**config.mk**
```make
export PLATFORM = sky130hd
export DESIGN_NAME = capi_get_data_pack
export DESIGN_NICKNAME = d
export VERILOG_FILES = /design/src/rtl/capi_get_data_pack.sv
export SDC_FILE = /design/constraint.sdc
export NUM_CORES = 2
export LEC_CHECK = 0
export CAP_MARGIN = 25
export CORE_ASPECT_RATIO = 0.7
export CORE_MARGIN = 4
export CORE_UTILIZATION = 45
export CTS_CLUSTER_SIZE = 25
export DETAILED_ROUTE_END_ITERATION = 8
export GPL_ROUTABILITY_DRIVEN = 0
export GPL_TIMING_DRIVEN = 0
export MAX_ROUTING_LAYER = met4
export PLACE_DENSITY = 0.68
export SLEW_MARGIN = 25
export SYNTH_ARGS = -nofsm -noshare
export SYNTH_HDL_FRONTEND = slang
export SYNTH_SLANG_ARGS = --single-unit
export TNS_END_PERCENT = 100
```
**constraint.sdc**
```tcl
create_clock -name clk -period 7.32 [get_ports clk]
set_input_delay 1.464 -clock clk [delete_from_list [all_inputs] [get_ports clk]]
set_output_delay 1.464 -clock clk [all_outputs]
set_load 0.01 [all_outputs]
```
**src/rtl/capi_get_data_pack.sv**
```systemverilog
`default_nettype none
// ============================================================================
// Module   : capi_get_data_pack
// Purpose  : Packs up to four 128-bit beats into one 512-bit word, with
//            odd-parity checking and stream return-code capture.
// Revision : 1.0
// ============================================================================
module capi_get_data_pack #(
  parameter int rc_width = 1
) (
  input  logic                clk,
  input  logic                reset,
  input  logic                i_v,
  output logic                i_r,
  input  logic [129:0]        i_d,
  input  logic                i_e,
  input  logic [3:0]          i_c,
  input  logic [rc_width-1:0] i_rc,
  output logic                o_v,
  input  logic                o_r,
  output logic [511:0]        o_d,
  output logic                o_e,
  output logic [5:0]          o_c,
  output logic [rc_width-1:0] o_rc,
  output logic [1:0]          o_perror,
  output logic                o_perr_sticky
);

  logic [1:0]          r_cnt;
  logic [3:0][127:0]   r_asm;
  logic [rc_width-1:0] r_rc;
  logic                r_ov;
  logic [511:0]        r_od;
  logic                r_oe;
  logic [5:0]          r_oc;
  logic [rc_width-1:0] r_orc;
  logic [1:0]          r_perror;
  logic                r_sticky;

  logic                w_ir;
  logic                w_accept;
  logic                w_done;
  logic [511:0]        w_word;
  logic [rc_width-1:0] w_rc;
  logic [5:0]          w_bytes;
  logic [1:0]          w_perr;

  assign w_ir     = ~r_ov | o_r;
  assign w_accept = i_v & w_ir;
  assign w_done   = w_accept & ((r_cnt == 2'd3) | i_e);

  // Stream code latches on the first nonzero value, including the current beat.
  assign w_rc    = (r_rc != '0) ? r_rc : i_rc;
  assign w_bytes = {r_cnt, 4'b0000} + ((i_c == 4'd0) ? 6'd16 : {2'b00, i_c});

  // [1] covers data bits 0..63 (parity bit 128), [0] covers 64..127 (bit 129).
  assign w_perr = {~^{i_d[63:0], i_d[128]}, ~^{i_d[127:64], i_d[129]}};

  // Lanes above the completing beat are zero; lanes below come from assembly.
  always_comb begin
    w_word = '0;
    for (int k = 0; k < 4; k++) begin
      if (2'(k) < r_cnt) begin
        w_word[128*k +: 128] = r_asm[k];
      end else if (2'(k) == r_cnt) begin
        w_word[128*k +: 128] = i_d[127:0];
      end
    end
  end

  always_ff @(posedge clk or negedge reset) begin
    if (!reset) begin
      r_cnt <= 2'd0;
      r_asm <= '0;
      r_rc  <= '0;
    end else if (w_accept) begin
      r_asm[r_cnt] <= i_d[127:0];
      r_cnt        <= w_done ? 2'd0 : r_cnt + 2'd1;
      r_rc         <= (w_done && i_e) ? '0 : w_rc;
    end
  end

  always_ff @(posedge clk or negedge reset) begin
    if (!reset) begin
      r_ov  <= 1'b0;
      r_od  <= '0;
      r_oe  <= 1'b0;
      r_oc  <= 6'd0;
      r_orc <= '0;
    end else if (w_done) begin
      r_ov  <= 1'b1;
      r_od  <= w_word;
      r_oe  <= i_e;
      r_oc  <= i_e ? w_bytes : 6'd0;
      r_orc <= w_rc;
    end else if (o_r) begin
      r_ov <= 1'b0;
    end
  end

  always_ff @(posedge clk or negedge reset) begin
    if (!reset) begin
      r_perror <= 2'b00;
      r_sticky <= 1'b0;
    end else begin
      r_perror <= w_accept ? w_perr : 2'b00;
      r_sticky <= r_sticky | (w_accept & (|w_perr));
    end
  end

  assign i_r           = w_ir;
  assign o_v           = r_ov;
  assign o_d           = r_od;
  assign o_e           = r_oe;
  assign o_c           = r_oc;
  assign o_rc          = r_orc;
  assign o_perror      = r_perror;
  assign o_perr_sticky = r_sticky;

endmodule
`default_nettype wire

```
==> impl_metrics.yaml <==
setup_path:
  start_kind: "input pin"
  crit_slowest_cell: "buf_2"
  r2r_setup_slack_ns: 3.17
  reg2reg_from: "r_cnt[1]"
  reg2reg_depth: 9
  arrival_ns: 5.43
  r2r-end: "o_d[249]"
  crit_top_cell: "buf_2"
  critPathMaxFanout: 10
  crit_path_max_incr_delay_ns: 0.62
  worstSetupPathType: "input pin to flop"
  cp-end-kind: "flop"
  worstPathCellList: "clkdlybuf4s50_1, nand2b_1, and2_1, clkbuf_1, o21ai_2, buf_2, buf_2, buf_2, buf_2, nand2_1, o21ai_0"
  cp_data_required_time_ns: 7.86
clock_tree:
  post_cts_resize_count: 0
  clock_path_buffers: 3
  hold_buffers: 0
  tritoncts: "built"
  htreeDepth: 3
  cts_setup_buffers: 0
  cts_made_buffers: 88
  root_buffer: "clkbuf_16"
  clkTransAtPathRegs_ns: 0.07
  worstSkewPairLatency_ns: 0.67
  cts_sinks: 911
global_route:
  grt-ovfl-total: 0
  grt_first_pass_wirelength_mm: 190
  track_usage: 0.290
  antenna_found_initial: 10
  grt_max_degree: 137
  first_global_vias: 28150
floorplanning:
  start_util: 0.456
  die_h_um: 253
  dieArea_mm2: 0.0907
  num_io_pins: 665
  die_w_um: 358
  core-area_mm2: 0.0847
  rows: 89
power_and_ir_drop:
  power_density_mw_per_mm2: 448
  ir_drop_v: 0.000236
  leakagePower_nw: 21.3
  p_total_mw: 21.8
synth:
  synth_cell_types: 30
  synth_area_mm2: 0.0386
  yosysWarnings: 0
  synth-seq-cells: 911
  syn-instance-count: 3414
  syn_nets: 3559
  yosysSeqAreaShare: 0.590
  avgSynthCellArea_um2: 11.3
cells_and_area:
  finish.utilization: 0.575
  synthToLayoutAreaGrowth_pct: 26.1
  drive_above_1_share: 0.162
  fillers: 7208
  final_nets: 4198
detailed_routing:
  postRouteAntennaNets: 0
  drt_first_iter_violations: 2853
  vias: 29345
  wl_met1_mm: 59.3
  via_per_inst: 5.57
  met2_wirelength_mm: 56.7
  wire_per_inst_um: 24.8
  wl_met3_mm: 10.9
  routed_wl_mm: 131
  top_layer: "met4"
  first_pass_iters: 5
  route.detailed.drc: 0
sta:
  fmax_mhz: 205
  clock_skew_ns: 0.0342
  setup_viol: 0
  slew_headroom: 0.333
  setup-tns-final_ns: 0
  rsz0062_at_grt: "no"
  layout_worst_path_cycle_share: 0.667
  slew_violations: 0
  hold_violations: 0
  final.min_clock_period_ns: 4.88
  worst_pin_slew_ns: 0.994
hold_path:
  whs_endpoint: "o_d[19]"
  min-delay-start: "o_d[19]"
  holdCritPathClass: "flop to flop"
  hold_depth: 2
run_status:
  status: "completed"
place:
  numPortBuffers: 536
  place_hpwl_mm: 94.8
flow_run:
  drv_cap: 0
## metrics by stage
step                instances  setup WS [ns]  cell area (um2)  hold slack [ns]
floorplan                3414           4.03            38600            0.463
global placement         5087         -37.35            45400            0.459
detailed placement       5100           1.61            45800            0.461
CTS                      5258           2.29            48700            0.479
global route             5267           2.21            48700            0.488
finish                   5269           2.44            48700            0.476
## synth_stat cells, drive strengths merged
master,instances,area [um2]
nand2,520,1950
or3,1,6.26
nand3,1,5.00
nor4,1,6.26
and2,1,6.26
o21ai,388,1940
mux2,384,4320
xnor3,2,45.0
buf,136,739
xor2,15,131
clkbuf,240,912
and3,42,263
ha,5,62.6
xnor2,110,963
inv,3,11.3
a22oi,88,661
nand2b,1,6.26
o21bai,1,7.51
nor2b,1,6.26
nor2,132,495
a21oi,169,846
dfrtp,911,22800
a22o,134,1170
mux2i,128,1280
## logic make-up after synthesis
| family | count (synthesis) | share of synthesized area |
|---|---|---|
| flops | 911 | 0.590 |
| mux | 512 | 0.145 |
| xor+xnor | 127 | 0.0295 |
| simple gates | 700 | 0.0711 |
| fa+ha+maj | 5 | 0.00162 |
| compound gates | 780 | 0.120 |
| buf+inv | 379 | 0.0430 |
## final cells by class
| cell class | instances | area [um2] | share of cell area |
|---|---|---|---|
| sequential | 911 | 22800 | 0.468 |
| multi-input combinational | 2124 | 14200 | 0.291 |
| timing repair buffer | 549 | 5730 | 0.118 |
| clock buffer | 142 | 2670 | 0.0547 |
| buffer | 376 | 1670 | 0.0343 |
| tap | 1137 | 1420 | 0.0292 |
| clock inverter | 16 | 216 | 0.00444 |
| antenna | 11 | 27.5 | 0.000565 |
| inverter | 3 | 11.3 | 0.000231 |
## worst max-delay path, delay by kind of cell
| kind | cells | cell delay [ns] |
|---|---|---|
| buffers and inverters | 6 | 2.68 |
| AOI/OAI and AO/OA | 2 | 0.47 |
| and+or+nand+nor | 3 | 0.77 |
## state kept, by name, summed over array words and instances, names as in the netlist
name           flops
o_e                1
o_c                6
o_d              512
r_rc               1
r_cnt              2
o_perr_sticky      1
o_v                1
o_perror           2
r_asm            384
o_rc               1
## cell usage in the layout (no fill, tap or decap), types with 89 or more instances in the layout
master / count
nor2_1: 132
mux2i_1: 128
clkbuf_16: 89
dfrtp_1: 911
a22o_1: 133
o21ai_0: 387
clkdlybuf4s50_1: 535
a21oi_1: 169
nand2_1: 520
clkbuf_1: 246
xnor2_1: 110
mux2_2: 384
## power by group
group / total, mW / switching (mW) / internal (mW)
sequential: 8.56 / 1.26 / 7.31
clock: 4.62 / 2.01 / 2.61
combinational: 8.67 / 4.35 / 4.32
total: 21.8 / 7.61 / 14.2
## worst max-delay path by stage
stage          startpoint       endpoint  slack (ns)  cells after the start
2_1_floorplan     i_d[76]  o_perr_sticky        4.03                      9
3_3_place_gp        reset      r_asm[51]      -37.35                      1
3_5_place_dp          o_r       o_d[255]        1.61                     11
4_1_cts               o_r       o_d[262]        2.29                     11
5_1_grt               o_r       o_d[256]        2.21                     11
6_report              o_r       o_d[262]        2.44                     11
## routing by layer
metal	vias to the layer above	global-route usage
li1	12996	-
met1	15078	0.420
met2	1084	0.404
met3	187	0.0711
met4	0	0.0873
met5	-	-
No activity file was read; power rests on OpenSTA's default activity.
